[src/rtl/imm_encoder.sv]
// Inverse immediate extender: searches for the Instr[23:0] field that reproduces a constant.
// Optional second (inverted-value) pass in mode 00 enabled by defining IMM_ENCODER_INVERT_EN.
module imm_encoder #(
   parameter int ROT_STEPS = 16
) (
   input  logic        clk,
   input  logic        reset,
   input  logic        in_valid,
   output logic        in_ready,
   input  logic [31:0] in_value,
   input  logic [1:0]  in_mode,
   output logic        out_valid,
   input  logic        out_ready,
   output logic [23:0] out_instr,
   output logic        out_ok,
   output logic        out_inv
);

   typedef enum logic [1:0] {IDLE, SEARCH, DONE} state_t;

   state_t      state_q;
   logic [31:0] value_q;
   logic [1:0]  mode_q;
   logic [3:0]  rot_q;
   logic        out_valid_q;
   logic [23:0] instr_q;
   logic        ok_q;
`ifdef IMM_ENCODER_INVERT_EN
   logic        pass_q;
   logic        inv_q;
`endif

   logic [31:0] src;
   logic [4:0]  shamt;
   logic [31:0] cand;
   logic        rot_hit;
   logic        last_rot;
   logic [5:0]  sign_diff;
   logic        br_ok;
   logic        done_d;
   logic        restart_d;
   logic [23:0] instr_d;
   logic        ok_d;
   logic        inv_d;

`ifdef IMM_ENCODER_INVERT_EN
   assign src = pass_q ? ~value_q : value_q;
`else
   assign src = value_q;
`endif

   assign shamt    = {rot_q, 1'b0};
   assign cand     = (src << shamt) | (src >> (6'd32 - {1'b0, shamt}));
   assign rot_hit  = (cand[31:8] == 24'h0);
   assign last_rot = (rot_q == 4'(ROT_STEPS - 1));

   // Branch offset must fit a signed 26-bit range: bits 30..25 match the sign bit.
   genvar gi;
   generate
      for (gi = 0; gi < 6; gi++) begin : g_sext
         assign sign_diff[gi] = value_q[25 + gi] ^ value_q[31];
      end
   endgenerate
   assign br_ok = (sign_diff == 6'h0) && (value_q[1:0] == 2'b00);

   always_comb begin
      done_d    = 1'b1;
      restart_d = 1'b0;
      instr_d   = 24'h0;
      ok_d      = 1'b0;
      inv_d     = 1'b0;
      case (mode_q)
         2'b00: begin
            if (rot_hit) begin
               ok_d    = 1'b1;
               instr_d = {12'h0, rot_q, cand[7:0]};
`ifdef IMM_ENCODER_INVERT_EN
               inv_d   = pass_q;
`endif
            end else if (!last_rot) begin
               done_d = 1'b0;
`ifdef IMM_ENCODER_INVERT_EN
            end else if (!pass_q) begin
               done_d    = 1'b0;
               restart_d = 1'b1;
`endif
            end
         end
         2'b01: begin
            ok_d    = (value_q[31:12] == 20'h0);
            instr_d = ok_d ? {12'h0, value_q[11:0]} : 24'h0;
         end
         2'b10: begin
            ok_d    = br_ok;
            instr_d = br_ok ? value_q[25:2] : 24'h0;
         end
         default: begin
            ok_d    = 1'b0;
            instr_d = 24'h0;
         end
      endcase
   end

   always_ff @(posedge clk or posedge reset) begin
      if (reset) begin
         state_q     <= IDLE;
         value_q     <= 32'h0;
         mode_q      <= 2'b00;
         rot_q       <= 4'h0;
         out_valid_q <= 1'b0;
         instr_q     <= 24'h0;
         ok_q        <= 1'b0;
`ifdef IMM_ENCODER_INVERT_EN
         pass_q      <= 1'b0;
         inv_q       <= 1'b0;
`endif
      end else begin
         case (state_q)
            IDLE: begin
               if (in_valid) begin
                  value_q <= in_value;
                  mode_q  <= in_mode;
                  rot_q   <= 4'h0;
`ifdef IMM_ENCODER_INVERT_EN
                  pass_q  <= 1'b0;
`endif
                  state_q <= SEARCH;
               end
            end
            SEARCH: begin
               if (done_d) begin
                  state_q     <= DONE;
                  out_valid_q <= 1'b1;
                  instr_q     <= instr_d;
                  ok_q        <= ok_d;
`ifdef IMM_ENCODER_INVERT_EN
                  inv_q       <= inv_d;
`endif
               end else if (restart_d) begin
                  rot_q <= 4'h0;
`ifdef IMM_ENCODER_INVERT_EN
                  pass_q <= 1'b1;
`endif
               end else begin
                  rot_q <= rot_q + 4'h1;
               end
            end
            DONE: begin
               if (out_ready) begin
                  state_q     <= IDLE;
                  out_valid_q <= 1'b0;
               end
            end
            default: state_q <= IDLE;
         endcase
      end
   end

   assign in_ready  = (state_q == IDLE) && !reset;
   assign out_valid = out_valid_q;
   assign out_instr = instr_q;
   assign out_ok    = ok_q;
`ifdef IMM_ENCODER_INVERT_EN
   assign out_inv   = inv_q;
`else
   assign out_inv   = 1'b0;
   logic unused_inv;
   assign unused_inv = inv_d;
`endif

endmodule

[config.mk]
export PLATFORM = sky130hd
export DESIGN_NAME = imm_encoder
export DESIGN_NICKNAME = d
export VERILOG_FILES = /design/src/rtl/imm_encoder.sv
export SDC_FILE = /design/constraint.sdc
export NUM_CORES = 1
export LEC_CHECK = 0
export BUFFER_PORTS_ARGS = -buffer_cell sky130_fd_sc_hd__buf_2
export CAP_MARGIN = 20
export CORE_MARGIN = 1
export CORE_UTILIZATION = 25
export DETAILED_ROUTE_END_ITERATION = 8
export GPL_TIMING_DRIVEN = 0
export PLACE_DENSITY_LB_ADDON = 0.2
export SLEW_MARGIN = 20
export SYNTH_ARGS = -nofsm -noshare
export SYNTH_HDL_FRONTEND = slang
export SYNTH_SLANG_ARGS = --single-unit
[constraint.sdc]
create_clock -name clk -period 5.93 [get_ports clk]
set_input_delay 1.186 -clock clk [delete_from_list [all_inputs] [get_ports clk]]
set_output_delay 1.186 -clock clk [all_outputs]
set_load 0.01 [all_outputs]
# Word-level counts from Yosys, hierarchy flattened
# Cells that the tools add are included.
totals:
  reg_bits: 66
  in_bits: 38
  output_inout_bits: 28
  word_cells: 62
op_classes:
  add_sub_neg: 2
  n_eq_ne: 9
  n_shift: 2
  mux: 19
  bitwise: 7
  reduce_logical: 16
ops:
  columns: ["op", "count"]
  rows:
  - ["one-hot mux 24 bit (3 select lines)", 1]
  - ["bitwise OR 32 bit", 1]
  - ["left shift 32 x 5 -> 32 bit", 1]
  - [">> shifter 32 x 6 -> 32 bit", 1]
  - ["logical NOT 24 bit", 1]
  - ["2-to-1 mux 12 bit", 2]
  - ["2-to-1 mux 24 bit", 1]
  - ["logical NOT 20 bit", 1]
  - ["AND reduction 3 bit", 3]
  - ["2-to-1 mux 4 bit", 2]
  - ["!= test 2 bit, second input constant", 4]
  - ["one-hot mux 4 bit (2 select lines)", 1]
  - ["logical NOT 2 bit", 3]
  - ["logical NOT 6 bit", 1]
  - ["2-to-1 mux 1 bit", 6]
  - ["2-to-1 mux 2 bit", 3]
  - ["one-hot mux 2 bit (3 select lines)", 1]
  - ["subtractor 6 x 5 -> 6 bit, first input constant", 1]
  - ["XOR 1 bit", 6]
  - ["adder 4 x 1 -> 4 bit, second input constant", 1]
  - ["equality test 2 x 1 -> 1 bit, second input constant", 2]
  - ["equality test 2 bit, second input constant", 2]
  - ["equality test 4 bit, second input constant", 1]
  - ["AND reduction 2 bit", 2]
  - ["5 further kinds", 7]

# Depth between registers and ports, before layout
depth:
  ltp_word: 8
  ltp_mapped: 16
  ltp_nobuf: 10

# Worst setup path after synthesis
# No wires, ideal clock.
synth_timing:
  path_kind: "flip-flop to flip-flop"
  from: "reg rot_q[0]"
  to: "reg ok_q (netlist: out_ok)"
  setup_ns: 0.127
  arrival_time_ns: 3.290
  t_required_ns: 5.803
  setup_slack_ns: 2.512
  path_stages_with_launch: 15
  path_buffers: 4
  synth_period_minus_slack_ns: 3.418
  path_cell_list: "dfrtp_1 -> buf_6 -> inv_2 -> clkbuf_1 -> ha_1 -> buf_1 -> mux4_2 -> o221ai_1 -> o311ai_1 -> o31ai_1 -> nand4_1 -> o211ai_2 -> and2_4 -> buf_8 -> mux2_1"
synth_between:
  elab_chain_len: 7
  elab_cells_between_ends: 12
  cone_classes: "add/sub (1); eq/ne (1); shift (2); mux (5); bitwise (1); reduce/logical (2)"
synth_rtl:
  columns: ["item", "line", "text"]
  rows:
  - ["start, declared", "24", "logic [3:0] rot_q;"]
  - ["start signal, assigned", "145", "rot_q <= rot_q + 4'h1;"]
  - ["subtractor 6 x 5 -> 6 bit", "53", "assign cand = (src << shamt) | (src >> (6'd32 - {1'b0, shamt}));"]
  - [">> shifter 32 x 6 -> 32 bit", "53", null]
  - ["bitwise OR 32 bit", "53", null]
  - ["logical NOT 24 bit", "54", "assign rot_hit = (cand[31:8] == 24'h0);"]
  - ["2-to-1 mux 1 bit", "74", "if (rot_hit) begin"]
  - ["2-to-1 mux 1 bit", "72", "case (mode_q)"]
  - ["AND reduction 2 bit (no line)", null, null]
  - ["end signal, assigned", "135", "ok_q <= ok_d;"]
  - ["end, declared", "27", "logic ok_q;"]
# Several ways; a longest one is shown, not always the timed one.
# A chain may end at the register's enable or synchronous reset.

# Final worst setup path
layout_timing:
  from: "reg rot_q[0]"
  to: "reg instr_q[7] (netlist: out_instr[7])"
layout_between:
  elab_chain_len: 7
  elab_cells_between_ends: 12
  cone_classes: "add/sub (1); eq/ne (1); shift (2); mux (5); bitwise (1); reduce/logical (2)"
layout_rtl:
  columns: ["item", "line", "text"]
  rows:
  - ["subtractor 6 x 5 -> 6 bit", "53", null]
  - [">> shifter 32 x 6 -> 32 bit", "53", null]
  - ["bitwise OR 32 bit", "53", null]
  - ["logical NOT 24 bit", "54", null]
  - ["2-to-1 mux 1 bit", "74", null]
  - ["2-to-1 mux 1 bit", "72", null]
  - ["AND reduction 2 bit (no line)", null, null]
  - ["end signal, assigned", "134", "instr_q <= instr_d;"]
  - ["end, declared", "26", "logic [23:0] instr_q;"]
# Several ways; a longest one is shown, not always the timed one.

==> impl_metrics.py <==
metrics = {
    "grt": {
        "overflow": 0,
        "antenna_found_initial": 0,
        "grt_pass1_vias": 5139,
        "grt_usage": 0.198,
        "grt_pass1_wl_um": 31900,
        "grt_max_degree": 43,
    },
    "final_layout": {
        "syn_to_final_growth_pct": 20.0,
        "final_common_cell": "nand2_1",
        "seq_area_mm2": 0.00165,
        "final_cell_mix": "nand2_1 (146), buf_2 (71), dfrtp_1 (66)",
        "nets": 715,
        "antennaDiodeCount": 0,
        "fin_area_mm2": 0.00625,
        "fillers": 2172,
        "drive_gt1_frac": 0.219,
        "multi_input_area_mm2": 0.00310,
    },
    "die": {
        "placeableCoreArea_mm2": 0.0204,
        "num_rows": 52,
        "dieArea_mm2": 0.0214,
        "die_w_um": 146,
        "die_h_um": 146,
        "start_util": 0.256,
        "num_io_pins": 66,
    },
    "critical_path": {
        "worst_setup_path_end_kind": "register",
        "critical-path-max-stage-delay_ns": 0.56,
        "worst_path_max_delay_cell": "clkbuf_1",
        "cp_data_arrival_time_ns": 5.06,
        "r2r-start": "rot_q[0]",
        "rr_worst_depth": 14,
        "required_ns": 6.14,
        "startpoint": "rot_q[0]",
        "ff2ff_setup_slack_ns": 1.08,
        "cp_max_fo": 10,
        "worstSetupEndpoint": "out_instr[7]",
        "path_class": "register to register",
        "cp_cell_sequence": "buf_6 -> inv_2 -> clkbuf_1 -> ha_1 -> buf_1 -> buf_1 -> clkbuf_1 -> mux4_2 -> nand2_1 -> o31ai_1 -> o21ai_0 -> o21ai_0 -> a222oi_1 -> mux2i_1",
        "critPathLaunchType": "register",
        "reg2reg_to": "out_instr[7]",
    },
    "yosys": {
        "yosysWarnings": 0,
        "synthCells": 598,
        "avgSynthCellArea_um2": 8.72,
        "netlist.area_leader.share": 0.317,
        "synth_edf_count": 0,
        "synth.area.top_cells": "dfrtp_1 (32%), mux4_2 (12%), nand2_1 (11%), mux2i_1 (7.7%), clkbuf_1 (3.0%)",
        "syn_nets": 639,
        "synth_cell_types": 77,
        "async_flop_share": 1.00,
        "synth_ff_type": "dfrtp_1",
        "yosysTopAreaCell": "dfrtp_1",
        "synth.yosys.seq_area_share": 0.317,
        "synthesis.area_mm2": 0.00521,
        "synth_seq_cells": 66,
    },
    "power": {
        "comb_power_share": 0.649,
        "p_per_area_mw_per_mm2": 618,
        "power_mw": 3.86,
        "switching_share": 0.496,
        "p_sw_mw": 1.91,
        "p_leak_nw": 2.66,
        "clockPowerShare": 0.166,
        "ir_drop_uv": 173,
        "p_int_mw": 1.95,
        "power_frac_seq": 0.185,
    },
    "timing": {
        "period_needed_ns": 4.85,
        "relSlewSlack": 0.417,
        "setup_viol": 0,
        "rsz0062_at_grt": "false",
        "fin_skew_ns": 0.00856,
        "worstMarginPinSlew_ns": 0.871,
        "fin_ws_ns": 1.08,
        "hold-worst-slack_ns": 0.512,
        "finalSetupTns_ns": 0,
        "fmax_ghz": 0.206,
        "drv_slew": 0,
        "hold_violations": 0,
        "post-route-period-util": 0.818,
    },
    "routing": {
        "drc": 0,
        "vias_per_cell": 5.34,
        "drt_first_pass_iters": 5,
        "vias": 5063,
        "initialDrtViolationCount": 517,
        "avgRoutedWirePerCell_um": 21.8,
        "drt-total-wl_um": 20700,
        "final_antenna_net_count": 0,
    },
    "placed_design": {
        "preCtsSetupSlack_ns": 1.15,
        "hpwl_um": 15600,
        "portBuffers": 64,
        "gp_congestion": 0.930,
        "place_area_mm2": 0.00590,
    },
    "clock_network": {
        "insertion_delay_ns": 0.34,
        "cts.sinks": 66,
        "cts_root_buffer": "clkbuf_16",
        "postCtsSetupRepairBufs": 0,
        "clk_pin_slew_ns": 0.06,
        "cts_tree": "done",
        "holdBufCountCts": 0,
        "htreeDepth": 3,
        "numCtsBuffers": 9,
        "ctsResizeCount": 0,
        "cts.path.max_buffers": 2,
    },
    "status": {
        "status": "complete, no violations",
    },
    "min_path": {
        "hp-class": "register to register",
    },
    "run": {
        "max_cap_violations": 0,
    },
}
stage by stage:
stage          std cells   util
6_report             949  0.307
5_1_grt              949  0.307
4_1_cts              949  0.307
3_5_place_dp         933  0.290
3_3_place_gp         932  0.288
2_1_floorplan        598      -
per-layer routing:
metal	vias up	track usage	routed length [µm]
met5	-	0	0
met4	0	0.0719	498
met3	27	0.0400	1500
met2	231	0.307	9310
met1	2521	0.272	9350
li1	2284	-	-
cells by family after synthesis:
kind of cell / synth area share
simple gates: 0.219
compound gates: 0.151
buf+inv: 0.0893
mux: 0.213
flops: 0.317
fa+ha+maj: 0.00720
xor+xnor: 0.00336
other cells: 0.000719
Yosys cell counts, types with 3 or more instances:
| library cell | n |
|---|---|
| o21ai_0 | 17 |
| inv_1 | 34 |
| a21o_1 | 3 |
| o211ai_1 | 7 |
| mux2i_1 | 40 |
| nand2_1 | 146 |
| nand2b_1 | 10 |
| mux2_1 | 4 |
| or2_2 | 3 |
| or3_1 | 5 |
| nand3_1 | 11 |
| nor4_1 | 9 |
| nand4_1 | 4 |
| buf_2 | 7 |
| and2_1 | 4 |
| a21oi_1 | 10 |
| buf_1 | 4 |
| buf_6 | 3 |
| nor3_1 | 9 |
| nor2_1 | 30 |
| and3_1 | 3 |
| mux2_2 | 5 |
| o221ai_1 | 3 |
| ha_1 | 3 |
| a211oi_1 | 5 |
| a31oi_1 | 3 |
| mux4_2 | 27 |
| dfrtp_1 | 66 |
| nor2b_1 | 3 |
| clkbuf_1 | 42 |
| o31ai_1 | 4 |
| a222oi_1 | 12 |
| a2bb2oi_1 | 3 |
power groups by stage:
stage          logic, mW  clock network (mW)  registers (mW)
2_1_floorplan       1.73                   0           0.666
3_3_place_gp        2.47                   0           0.721
3_5_place_dp        2.46                   0           0.721
4_1_cts             2.47               0.663           0.714
5_1_grt             2.70               0.681           0.734
6_report            2.51               0.641           0.715
sequential cells by signal, summed over array words and instances (netlist names):
register,flops
out_valid,1
mode_q,2
out_ok,1
rot_q,4
state_q,2
src,32
out_instr,24
worst min-delay path by stage:
stage,slack (ns),end,cells past startpoint,from
3_5_place_dp,0.50,out_ok,1,out_ok
5_1_grt,0.53,out_ok,1,out_ok
2_1_floorplan,0.50,out_valid,1,state_q[1]
6_report,0.51,out_instr[13],2,out_instr[13]
3_3_place_gp,0.49,out_ok,1,out_ok
4_1_cts,0.52,out_instr[9],2,out_instr[9]
cell type report:
class / count / area share
plain buffers: 63 / 0.0534
clock buffers: 12 / 0.0410
clock inverters: 4 / 0.0156
inverters: 35 / 0.0214
multi-input cells: 434 / 0.496
flip-flops and latches: 66 / 0.264
well taps: 270 / 0.0540
repair buffers: 65 / 0.0544
worst max-delay path, delay by kind of cell (launching register included):
kind            cells  cell delay [ns]
buf+inv             6             2.29
simple gates        1             0.13
mux                 2             0.55
compound gates      4             0.95
flops               1             0.39
fa+ha+maj           1             0.37
(Power assumes the default switching activity.)
